[config.mk]
export PLATFORM = sky130hd
export DESIGN_NAME = hazard_flush_ctrl
export DESIGN_NICKNAME = d
export VERILOG_FILES = /design/src/rtl/hazard_flush_ctrl.sv
export SDC_FILE = /design/constraint.sdc
export NUM_CORES = 1
export LEC_CHECK = 0
export CORE_ASPECT_RATIO = 1.5
export CORE_MARGIN = 2
export CORE_UTILIZATION = 37
export CTS_CLUSTER_DIAMETER = 80
export DETAILED_ROUTE_END_ITERATION = 8
export PLACE_DENSITY = 0.86
export SETUP_SLACK_MARGIN = 0.4
export SYNTH_ARGS = -nofsm -noshare
export SYNTH_HDL_FRONTEND = slang
export SYNTH_SLANG_ARGS = --single-unit
export TNS_END_PERCENT = 20
[constraint.sdc]
create_clock -name cpu_clk_50M -period 6.63 [get_ports cpu_clk_50M]
set_input_delay 1.326 -clock cpu_clk_50M [delete_from_list [all_inputs] [get_ports cpu_clk_50M]]
set_output_delay 1.326 -clock cpu_clk_50M [all_outputs]
set_load 0.01 [all_outputs]
[src/rtl/hazard_flush_ctrl.sv]
// Pipeline hazard/flush controller: stall arbitration, MEM-stage exception take, CP0 commit strobe and held fetch redirect.
// Optional macro HFC_PERF_CNT_EN adds stall-cycle and flush performance counters.
module hazard_flush_ctrl #(
  parameter logic [4:0]  EXC_NONE  = 5'h10,
  parameter logic [4:0]  EXC_ERET  = 5'h11,
  parameter logic [31:0] EXC_ENTRY = 32'hBFC00380
) (
  input  logic        cpu_clk_50M,
  input  logic        cpu_rst_n,
  input  logic        stallreq_if,
  input  logic        stallreq_id,
  input  logic        stallreq_exe,
  input  logic        stallreq_mem,
  input  logic [4:0]  mem_exccode,
  input  logic [31:0] mem_pc,
  input  logic        mem_in_delay,
  input  logic [31:0] cp0_epc,
  input  logic        if_accept,
  output logic [5:0]  stall,
  output logic        flush,
  output logic        exc_we,
  output logic [4:0]  exc_code,
  output logic [31:0] exc_epc,
  output logic        exc_bd,
  output logic        redirect_vld,
  output logic [31:0] redirect_pc
`ifdef HFC_PERF_CNT_EN
  ,
  output logic [31:0] perf_stall_cyc,
  output logic [31:0] perf_flush_cnt
`endif
);

  typedef enum logic {IDLE, REDIR} state_t;

  state_t      state, state_nxt;
  logic        exc_take;
  logic        is_eret;
  logic [31:0] redirect_pc_nxt;

  assign is_eret      = (mem_exccode == EXC_ERET);
  assign exc_take     = (state == IDLE) && (mem_exccode != EXC_NONE) && !stallreq_mem;
  assign redirect_vld = (state == REDIR);

  // An exception being taken flushes everything, so it overrides any lower-stage stall.
  always_comb begin
    stall           = 6'b000000;
    flush           = 1'b0;
    exc_we          = 1'b0;
    exc_code        = 5'd0;
    exc_epc         = 32'd0;
    exc_bd          = 1'b0;
    state_nxt       = state;
    redirect_pc_nxt = redirect_pc;

    if (exc_take) begin
      flush           = 1'b1;
      state_nxt       = REDIR;
      redirect_pc_nxt = is_eret ? cp0_epc : EXC_ENTRY;
      if (!is_eret) begin
        exc_we   = 1'b1;
        exc_code = mem_exccode;
        exc_epc  = mem_in_delay ? (mem_pc - 32'd4) : mem_pc;
        exc_bd   = mem_in_delay;
      end
    end else begin
      if (stallreq_mem)      stall = 6'b011111;
      else if (stallreq_exe) stall = 6'b001111;
      else if (stallreq_id)  stall = 6'b000111;
      else if (stallreq_if)  stall = 6'b000011;

      if (state == REDIR && if_accept) state_nxt = IDLE;
    end
  end

  always_ff @(posedge cpu_clk_50M or negedge cpu_rst_n) begin
    if (!cpu_rst_n) begin
      state       <= IDLE;
      redirect_pc <= 32'd0;
    end else begin
      state       <= state_nxt;
      redirect_pc <= redirect_pc_nxt;
    end
  end

`ifdef HFC_PERF_CNT_EN
  always_ff @(posedge cpu_clk_50M or negedge cpu_rst_n) begin
    if (!cpu_rst_n) begin
      perf_stall_cyc <= 32'd0;
      perf_flush_cnt <= 32'd0;
    end else begin
      if (stall[0]) perf_stall_cyc <= perf_stall_cyc + 32'd1;
      if (flush)    perf_flush_cnt <= perf_flush_cnt + 32'd1;
    end
  end
`endif

endmodule
; ---- After elaboration in Yosys (flattened, before gate mapping)
; Cells that the tools add are included.
[word_totals]
reg_bits = 33
out_inout_bits = 79
[classes]
add_sub_neg = 1
eq_ne = 2
mux = 18
bitwise_logic = 1
n_reduce_logical = 5
[ops]
columns = operator, count
row1 = $mux 32, 4
row2 = $sub 32x3->32 const B, 1
row3 = $mux 5, 3
row4 = $mux 1, 7
row5 = $mux 6, 1
row6 = $eq 5x5->1 const B, 1
row7 = $ne 5x5->1 const B, 1
row8 = $mux 4, 1
row9 = $logic_and 1x1->1, 3
row10 = $mux 3, 1
row11 = $mux 2, 1
row12 = $reduce_bool 2->1, 1
row13 = $logic_not 1->1, 1
row14 = $not 1->1, 1

; ---- Depth between registers and ports, before layout
; Gate-level depths: netlist (run 1).
[depth]
depth_word = 5
mapped_depth = 8
ltp_nobuf = 6

; ---- Worst setup path after synthesis (run 1)
; Ideal clock, no wire load.
[synth_timing]
kind = input to output
start = input port mem_exccode[1]
end = output port stall[1]
arrival_ns = 2.842
required_ns = 5.304
slack_ns = 2.462
path_stages = 6
path_cell_list = or4b_1 > o21ai_2 > inv_1 > buf_2 > a21oi_1 > buf_4
[synth_between]
elab_chain_len = 4
[synth_lines]
columns = item, line_no
row1 = start: declaration, 14  ; input logic [4:0] mem_exccode,
row2 = $ne 5x5->1, 42  ; assign exc_take = (state == IDLE) && (mem_exccode != EXC_NONE) && !stallreq_mem;
row3 = $logic_and 1x1->1 (2 in a row), 42
row4 = $mux 6, 56  ; if (exc_take) begin
row5 = end: declaration, 19  ; output logic [5:0] stall,
; No other way between the ends.

; ---- Worst setup path after layout (run 1)
[layout_timing]
start = input port mem_pc[6]
end = output port exc_epc[18]
[layout_between]
elab_chain_len = 4
[layout_lines]
columns = item, line_no
row1 = start: declaration, 15  ; input logic [31:0] mem_pc,
row2 = $sub 32x3->32, 63  ; exc_epc = mem_in_delay ? (mem_pc - 32'd4) : mem_pc;
row3 = $mux 32, 63
row4 = $mux 32, 60  ; if (!is_eret) begin
row5 = $mux 32, 56
row6 = end: declaration, 23  ; output logic [31:0] exc_epc,
; No other way between the ends.

==> summary.txt, run 1 <==
Clock network
  – Clk root buf: clkbuf_8
  – CTS max path bufs: 2
  – H-tree depth: 2
  – Num CTS Buffers: 5
  – CTS tree: built
  – Clock edge transition at the registers on the reported setup and hold paths: 0.06 ns
  – Cts repair resizes: 0
  – Hold buffer count at CTS: 0
  – Clock Sinks: 33
  – Number of post-CTS setup repair buffers: 0
  – Clock Latency Late Sink: 0.28 ns

Synth
  – Mapped Nets: 307
  – Ys Warns: 0
  – Synth Area per Inst: 9.08 um2
  – Synth Area in XOR/XNOR: 4.63%
  – Post-synth EDFFs: 0
  – Post-synthesis compound-gate area fraction: 24.2%
  – Mux share of post-synthesis cell area: 0%
  – Ys async rst share: 100%
  – Adder-cell share of the synthesized area: 0.602%
  – Ys flop type: dfrtp_1
  – Seq/Total Area, Yosys: 39.7%
  – Top post-synthesis cells by area: dfrtp_1, a22o_1, o22a_1, a21oi_1, nor2_1
  – Largest family of logic cells by synthesized area: simple AND/OR/NAND/NOR gates
  – Synth Register Bits: 33
  – Synth top area share: 39.7%
  – Post-synth top area cell: dfrtp_1
  – Syn Inst Count: 229
  – Simple logic cell fraction of the synthesized area: 25.9%
  – Post-synth cell types: 39
  – Cell area after synthesis: 2080 um2

Floorplan
  – Cell Rows: 33
  – Top Ports: 156
  – Die area: 6250 um2
  – Core outline area: 5450 um2
  – Die Y-Extent: 95.8 um
  – Die X: 65.2 um
  – Starting Density: 38.2%

Setup path
  – CP max-delay cell: nand4_1
  – RR Startpoint: redirect_vld
  – Most common cell on crit path: clkdlybuf4s50_1
  – Worst path depth: 6
  – Critical Path RT: 5.30 ns
  – FF-to-FF setup slack: 4.67 ns
  – CP endpoint: exc_epc[18]
  – Kind of critical path: in2out
  – CP max FO: 15
  – Slowest stage delay, CP: 0.56 ns
  – Startpoint types: primary input
  – Critical path capture point type: primary output
  – Worst Setup SP: mem_pc[6]
  – Reg-to-reg endpoint: redirect_pc[16]
  – R2r worst-path depth: 3
  – Cell family with most CP delay: simple AND/OR/NAND/NOR gates
  – Crit path buffers/inverters: 2
  – Crit-path cells: clkdlybuf4s50_1 > nor3_1 > nand4_1 > or4_1 > a21oi_1 > clkdlybuf4s50_1
  – Worst EP arrival: 4.20 ns

Detailed routing
  – Initial DRC Count: 138
  – Wire per inst: 15.5 um
  – Vias after detailed routing: 2412
  – Post-route DRC: 0
  – ANT nets after route: 0
  – Detailed Route WL: 6950 um
  – Vias per inst: 5.40
  – First-pass DRT Iterations: 4

STA
  – Worst setup margin: 1.10 ns
  – Clock Skews: 0.00274 ns
  – Final-report hold violation count: 0
  – Fin crit share: 83.4%
  – Minimum clock period: 5.53 ns
  – Post-route setup TNS: 0 ns
  – RSZ-0062 raised after global routing: no
  – Highest clock rate: 181 MHz
  – Worst-Margin Slew: 0.712 ns
  – Setup Viol. Count Final: 0
  – Relative slew slack: 52.5%
  – Slew Limit Fails: 0

Placement
  – HPWL Detailed: 5440 um
  – Placement Setup Slack: 1.13 ns
  – Gpl congestion: 0.908
  – Inst Count DP: 440
  – # port buffers: 154

Worst hold path
  – Worst Hold Class: reg2reg
  – Hold Path Depth: 1

Layout
  – Layout fillers: 433
  – Inserted Diodes: 0
  – P&R area growth vs syn: 80.0%
  – Fin cells: 447
  – Final cell utilization of the core: 68.7%
  – Fraction of layout cells with a size suffix above 1: 4.77%
  – Final-stage net count: 455

Run
  – Max cap viols: 0

Global routing
  – Largest net degree at the start of global routing: 34
  – First-pass GRT wire length: 10900 um
  – Vias in the first global route: 2331
  – Gr ovfl total: 0
  – All-Layer GR Usage: 22.1%
  – Antenna violations before repair: 0

Power and ir drop
  – Power per cell area: 143 nW/um2
  – VDD IR-drop max: 125 uV
  – P_leak: 0.00139 uW

Outcome
  – Status: completed
## synthesized netlist by cell type, drive strengths merged (2+ instances only)
| master | instances |
|---|---|
| or4 | 10 |
| a22o | 20 |
| nor2 | 19 |
| dfrtp | 33 |
| and3 | 5 |
| o22a | 12 |
| xor2 | 8 |
| nor4b | 2 |
| nor4 | 7 |
| clkbuf | 8 |
| xnor2 | 3 |
| or4b | 2 |
| o21ai | 9 |
| a21oi | 18 |
| nor3 | 7 |
| inv | 6 |
| nand2 | 12 |
| or3 | 10 |
| o31ai | 8 |
| buf | 8 |
| nand3 | 4 |
| nand4 | 6 |
| and2 | 3 |
## registers in the layout (all words and copies together), names as in the netlist
signal and flops:
redirect_pc 32, redirect_vld 1
## metal layers
layer | global-route usage (%) | share of wire [%] | vias up
met5 | 0 | 0 | -
met4 | 7.12 | 1.4 | 0
met3 | 8.54 | 12 | 8
met2 | 39.5 | 50 | 132
met1 | 23.6 | 37 | 1105
li1 | - | - | 1167
## worst min-delay path by stage
stage	startpoint	end	slack [ns]
final	redirect_pc[25]	redirect_pc[25]	0.51
after global routing	redirect_pc[25]	redirect_pc[25]	0.52
after CTS	redirect_pc[14]	redirect_pc[14]	0.51
after detailed placement	redirect_pc[30]	redirect_pc[30]	0.49
after global placement	redirect_pc[13]	redirect_pc[13]	0.49
after floorplan	redirect_pc[2]	redirect_pc[2]	0.54
## per-stage QoR
| step | hold slack, ns | cell area, um2 | total power, uW |
|---|---|---|---|
| after floorplan | 0.544 | 2080 | 271 |
| after global placement | 0.487 | 3660 | 387 |
| after detailed placement | 0.491 | 3660 | 389 |
| after CTS | 0.510 | 3740 | 539 |
| after global routing | 0.520 | 3740 | 560 |
| final | 0.506 | 3740 | 534 |
## cell usage in the layout (no fill, tap or decap), types with 2 or more instances in the layout
cell,netlist,final
a21oi_1,18,18
xnor2_1,3,3
o21ai_0,8,8
buf_4,2,3
nor2_1,19,19
nand2_1,12,12
or3_1,8,8
nand4_1,6,6
dfrtp_1,33,33
and2_1,3,3
o22a_1,12,12
nand3_1,4,4
inv_1,6,6
o31ai_1,8,8
clkbuf_8,0,6
xor2_1,8,8
a22o_1,20,20
or4_1,9,9
nor3_1,7,7
and3_1,5,5
nor4_1,6,6
or3_2,2,2
clkdlybuf4s50_1,0,154
## cell families after synthesis
logic type | Yosys count
and+or+nand+nor | 91
AOI/OAI and AO/OA | 70
DFF | 33
buffers and inverters | 22
xor gates and xnor gates | 11
adders and majority gates | 1
other | 1
## layout make-up
| cell class | count | area, um2 | area share, % |
|---|---|---|---|
| clock buffers | 7 | 86.3 | 2.31 |
| inverters | 6 | 22.5 | 0.602 |
| multi-input cells | 174 | 1160 | 30.9 |
| flip-flops and latches | 33 | 826 | 22.1 |
| well taps | 70 | 87.6 | 2.34 |
| repair buffers | 157 | 1560 | 41.8 |
## report_power, final
part	switching [uW]	total [uW]	leakage, uW	internal [uW]
sequential	3.15	210	0.000396	207
combinational	74.9	175	0.000945	100
clock	66.9	149	0.0000443	82.3
(Power assumes the default switching activity.)
==> run 2, diff against run 1 <==
CORE_UTILIZATION = 34   (was 37)
PLACE_DENSITY = 0.8   (was 0.86)
clock period = 5.5 ns   (was 6.63 ns; I/O delays follow)
==> summary.txt, run 2 (synthesized netlist as in run 1, its figures left out) <==
Outcome
  – Status: completed

Worst hold path
  – Hold Crit Endpoint: redirect_pc[14]
  – Hold Path Depth: 1 (unchanged)
  – Worst Hold Class: reg2reg
  – HP Start: redirect_pc[14]

Global routing
  – First-pass GRT wire length: 11200 um (+2.7%)
  – Gr ovfl total: 0 (unchanged)
  – Vias in the first global route: 2329 (-0.086%)
  – Largest net degree at the start of global routing: 34 (unchanged)
  – Antenna violations before repair: 0 (unchanged)
  – All-Layer GR Usage: 21.0% (-1.0 points)

Setup path
  – Crit-path cells: clkdlybuf4s50_1 > inv_1 > ha_1 > and4bb_2 > nand4_1 > or4_1 > a21oi_1 > clkdlybuf4s50_1
  – Kind of critical path: in2out
  – RR Startpoint: redirect_vld
  – Critical Path RT: 4.40 ns (-0.90 ns)
  – Cell family with most CP delay: simple AND/OR/NAND/NOR gates
  – Most common cell on crit path: clkdlybuf4s50_1
  – CP max-delay cell: or4_1
  – Reg-to-reg endpoint: redirect_pc[30]
  – Worst Setup SP: mem_pc[2]
  – R2r worst-path depth: 4 (+1)
  – Critical path capture point type: primary output
  – CP max FO: 15 (unchanged)
  – Slowest stage delay, CP: 0.58 ns (+0.02 ns)
  – Worst EP arrival: 4.01 ns (-0.19 ns)
  – FF-to-FF setup slack: 3.83 ns (-0.84 ns)
  – Startpoint types: primary input
  – Crit path buffers/inverters: 3 (+1)

Layout
  – Most common cell after layout, fill and taps aside: clkdlybuf4s50_1
  – Fraction of layout cells with a size suffix above 1: 6.27% (+1.5 points)
  – Final cell utilization of the core: 64.9% (-3.7 points)
  – Reg with most FFs: redirect_pc
  – P&R area growth vs syn: 83.3%
  – Inserted Diodes: 0 (unchanged)
  – Final-stage net count: 460 (+1.1%)
  – Fin cells: 455 (+1.8%)
  – Max reg flops: 32 (unchanged)
  – Most frequent cells in the layout: clkdlybuf4s50_1, dfrtp_1, a22o_1

Run
  – Max cap viols: 0 (unchanged)

STA
  – RSZ-0062 raised after global routing: yes
  – Fin crit share: 92.9%
  – Slew Limit Fails: 0 (unchanged)
  – Relative slew slack: 53.7% (+1.2 points)
  – Final-report hold violation count: 0 (unchanged)
  – Setup Viol. Count Final: 0 (unchanged)
  – Clock Skews: 0.00634 ns (+0.00360 ns)
  – Worst-Margin Slew: 0.694 ns (-0.0179 ns)
  – Minimum clock period: 5.11 ns
  – Highest clock rate: 196 MHz
  – Final Hold Slack: 0.502 ns (-0.00418 ns)
  – Post-route setup TNS: 0 ns (unchanged)

Floorplan
  – Die X: 67.9 um (+4.1%)
  – Die Y-Extent: 99.8 um (+4.1%)
  – Cell Rows: 34 (+3.0%)
  – Die area: 6770 um2 (+8.4%)
  – Top Ports: 156 (unchanged)
  – Starting Density: 35.4% (-2.7 points)
  – Core outline area: 5870 um2 (+7.7%)

Power and ir drop
  – VDD IR-drop max: 151 uV (+21%)
  – Reg power frac: 35.9% (-3.4 points)
  – P_leak: 0.00142 uW (+2.8%)
  – Power per cell area: 185 nW/um2 (+29%)
  – Int Pwr: 520 uW (+34%)
  – Switching share of total power: 26.1% (-1.0 points)
  – Clock share of power: 33.4% (+5.5 points)
  – Switch Pwr: 184 uW (+27%)
  – Combinational Power Share: 30.7% (-2.1 points)

Clock network
  – Clock edge transition at the registers on the reported setup and hold paths: 0.06 ns (about the same)
  – Clock Sinks: 33 (unchanged)
  – Clock Latency Late Sink: 0.28 ns (about the same)
  – Number of post-CTS setup repair buffers: 0 (unchanged)
  – Num CTS Buffers: 5 (unchanged)
  – CTS tree: built
  – Clk root buf: clkbuf_8
  – H-tree depth: 2 (unchanged)
  – Hold buffer count at CTS: 0 (unchanged)
  – CTS max path bufs: 2 (unchanged)
  – Cts repair resizes: 0 (unchanged)

Detailed routing
  – ANT nets after route: 0 (unchanged)
  – Initial DRC Count: 109 (-21%)
  – Detailed Route WL: 7170 um (+3.3%)
  – Wire per inst: 15.8 um (+1.5%)
  – Vias after detailed routing: 2473 (+2.5%)
  – Vias per inst: 5.44 (+0.73%)
  – Post-route DRC: 0 (unchanged)
  – First-pass DRT Iterations: 4 (unchanged)

Placement
  – # port buffers: 154 (unchanged)
  – Gpl congestion: 0.810 (-11%)
  – HPWL Detailed: 5540 um (+1.9%)
  – Inst Count DP: 446 (+1.4%)
[run 2: cell count changes in the layout (fill, tap and decap cells not counted)]
| cell | previous run | this run |
|---|---|---|
| buf_4 | 3 | 8 |
| bufinv_16 | 0 | 1 |
[run 2: how the worst max path moves through the flow]
stage,to,slack (ns),cells past startpoint
2_1_floorplan,stall[1],1.78,6
3_5_place_dp,exc_epc[30],0.42,8
6_report,exc_epc[30],0.39,8
4_1_cts,exc_epc[30],0.42,8
3_3_place_gp,exc_epc[25],0.50,6
5_1_grt,exc_epc[30],0.22,8
[run 2: power groups by stage]
stage                     sequential [uW]  combinational (uW)  clock, uW
final                                 253                 216        235
after global routing                  253                 232        254
after CTS                             253                 217        238
after detailed placement              257                 216          0
after global placement                257                 214          0
after floorplan                       260                67.4          0
[run 2: layer usage]
metal	vias to the layer above	GRT usage (%)	share of wire [%]
li1	1176	-	-
met1	1149	23.3	37
met2	142	36.4	50
met3	6	8.18	12
met4	0	6.31	0.81
met5	-	0	0
[run 2: stage by stage]
step	instance area, um2	worst slack, ns	total power [uW]
2_1_floorplan	2080	1.78	327
3_3_place_gp	3690	0.504	471
3_5_place_dp	3690	0.419	473
4_1_cts	3800	0.417	707
5_1_grt	3810	0.220	740
6_report	3810	0.388	704
[run 2: area by class of cell]
cell class / instances / area, um2
Clock inverter: 1 / 30.0
Clock buffer: 7 / 86.3
Timing Repair Buffer: 162 / 1600
Sequential cell: 33 / 826
Tap cell: 72 / 90.1
Inverter: 6 / 22.5
Fill cell: 505 / 2060
Multi-Input combinational cell: 174 / 1160
==> run 3, diff against run 2 <==
CAP_MARGIN = 30   (was unset)
PLACE_DENSITY = 0.91   (was 0.8)
==> summary.txt, run 3 (synthesized netlist as in run 1, its figures left out) <==
Global routing
  – GR Util met3: 10.9% (+2.7 points)
  – GR peak layer: met2
  – First-pass GRT wire length: 11600 um (+4.1%)
  – All-Layer GR Usage: 22.4% (+1.3 points)
  – Gr ovfl total: 0 (unchanged)
  – Largest net degree at the start of global routing: 34 (unchanged)
  – Antenna violations before repair: 0 (unchanged)
  – M2 GR Usage: 39.0% (+2.6 points)
  – Vias in the first global route: 2423 (+4.0%)
  – Met1 usage: 23.1% (-0.28 points)

Worst hold path
  – Hold Crit Endpoint: redirect_pc[28]
  – Hold Path Depth: 1 (unchanged)
  – Worst Hold Class: reg2reg
  – HP Start: redirect_pc[28]

Floorplan
  – Cell Rows: 34 (unchanged)
  – Die X: 67.9 um (unchanged)
  – Top Ports: 156 (unchanged)
  – Core outline area: 5870 um2 (unchanged)
  – Die Y-Extent: 99.8 um (unchanged)
  – Die area: 6770 um2 (unchanged)
  – Starting Density: 35.4% (unchanged)

STA
  – RSZ-0062 raised after global routing: no
  – Worst-Margin Slew: 0.710 ns (+0.0164 ns)
  – Setup Viol. Count Final: 0 (unchanged)
  – Minimum clock period: 4.79 ns (-0.323 ns)
  – Post-route setup TNS: 0 ns (unchanged)
  – Slew Limit Fails: 0 (unchanged)
  – Relative slew slack: 52.6% (-1.1 points)
  – Clock Skews: 0.00190 ns (-0.00444 ns)
  – Highest clock rate: 209 MHz (+6.7%)
  – Fin crit share: 87.1% (-5.9 points)
  – Final-report hold violation count: 0 (unchanged)

Placement
  – Gpl congestion: 0.754 (-6.9%)
  – # port buffers: 154 (unchanged)
  – HPWL Detailed: 5860 um (+5.8%)
  – Inst Count DP: 448 (+0.45%)

Setup path
  – CP max FO: 15 (unchanged)
  – Crit path buffers/inverters: 4 (+1)
  – Startpoint types: primary input
  – Worst EP arrival: 3.69 ns (-0.32 ns)
  – Critical path capture point type: primary output
  – RR Startpoint: redirect_vld
  – Most common cell on crit path: clkdlybuf4s50_1
  – Crit-path cells: clkdlybuf4s50_1 > inv_1 > ha_1 > and4bb_2 > nand4_1 > buf_4 > or4_1 > a21oi_1 > clkdlybuf4s50_1
  – Slowest stage delay, CP: 0.57 ns (about the same)
  – Cell family with most CP delay: buffers and inverters
  – Critical Path RT: 4.40 ns (about the same)
  – R2r worst-path depth: 4 (unchanged)
  – Reg-to-reg endpoint: redirect_pc[4]
  – FF-to-FF setup slack: 3.89 ns (+0.06 ns)
  – CP max-delay cell: clkdlybuf4s50_1
  – Kind of critical path: in2out

Clock network
  – H-tree depth: 2 (unchanged)
  – Clock Sinks: 33 (unchanged)
  – CTS tree: built
  – Cts repair resizes: 0 (unchanged)
  – Number of post-CTS setup repair buffers: 0 (unchanged)
  – Clock Latency Late Sink: 0.28 ns (about the same)
  – Num CTS Buffers: 5 (unchanged)
  – CTS max path bufs: 2 (unchanged)
  – Clk root buf: clkbuf_8
  – Clock edge transition at the registers on the reported setup and hold paths: 0.07 ns (about the same)
  – Hold buffer count at CTS: 0 (unchanged)

Layout
  – Layout fillers: 453 (-10%)
  – Fin cells: 455 (unchanged)
  – Inserted Diodes: 0 (unchanged)
  – Max reg flops: 32 (unchanged)
  – Most common cell after layout, fill and taps aside: clkdlybuf4s50_1
  – Reg with most FFs: redirect_pc
  – Most frequent cells in the layout: clkdlybuf4s50_1, dfrtp_1, a22o_1
  – P&R area growth vs syn: 82.3%
  – Final-stage net count: 461 (+0.22%)
  – Area of the multi-input gates: 1160 um2 (unchanged)
  – Reg area: 826 um2 (unchanged)
  – Fraction of layout cells with a size suffix above 1: 6.27% (unchanged)

Detailed routing
  – ANT nets after route: 0 (unchanged)
  – Vias after detailed routing: 2448 (-1.0%)
  – Detailed Route WL: 7530 um (+4.9%)
  – Post-route DRC: 0 (unchanged)
  – Initial DRC Count: 54 (-50%)
  – Vias per inst: 5.38 (-1.0%)
  – Wire per inst: 16.5 um (+4.9%)
  – First-pass DRT Iterations: 4 (unchanged)

Outcome
  – Status: completed

Run
  – Max cap viols: 0 (unchanged)

Power and ir drop
  – VDD IR-drop max: 218 uV (+44%)
  – Power per cell area: 173 nW/um2 (-6.1%)
  – P_leak: 0.00141 uW (-0.74%)
## run 3: changes by cell type in the layout (fill, tap and decap cells not counted)
cell	delta
bufinv_16	-1
buf_4	+1
## run 3: per-layer routing
metal / part of all wire [%] / up-vias
li1: - / 1172
met1: 36 / 1133
met2: 49 / 132
met3: 13 / 11
met4: 1.6 / 0
met5: 0 / -
## run 3: final cells by class
class | instances | share of cell area, %
well taps | 72 | 2.38
inverters | 6 | 0.594
repair buffers | 163 | 42.5
multi-input cells | 174 | 30.5
flip-flops and latches | 33 | 21.8
clock buffers | 7 | 2.28
## run 3: report_power, final
group | switching (uW) | total (uW) | internal (uW)
sequential | 3.77 | 253 | 249
combinational | 92.5 | 216 | 124
clock | 88.7 | 188 | 99.4
## run 3: metrics by stage
stage / hold WS (ns) / utilization [%] / cell area [um2] / setup slack [ns] / total power [uW]
6_report: 0.505 / 64.6 / 3790 / 0.711 / 657
5_1_grt: 0.527 / 64.6 / 3790 / 0.580 / 688
4_1_cts: 0.511 / 64.6 / 3790 / 0.712 / 659
3_5_place_dp: 0.491 / 63.1 / 3700 / 0.723 / 473
3_3_place_gp: 0.489 / 63.1 / 3700 / 0.745 / 469
2_1_floorplan: 0.544 / - / 2080 / 1.78 / 327
## run 3: worst max path at each step
stage,start,endpoint,slack [ns],cells after the start
2_1_floorplan,mem_exccode[1],stall[1],1.78,6
3_3_place_gp,mem_pc[2],exc_epc[18],0.75,9
3_5_place_dp,mem_pc[2],exc_epc[18],0.72,9
4_1_cts,mem_pc[2],exc_epc[18],0.71,9
5_1_grt,mem_pc[2],exc_epc[18],0.58,9
6_report,mem_pc[2],exc_epc[18],0.71,9
## run 3: worst reg2reg max path: stages (launching register included)
cell,delay (ns)
dfrtp_1,0.39
nor2_1,0.11
buf_4,0.17
and3_1,0.63
a22o_1,0.24
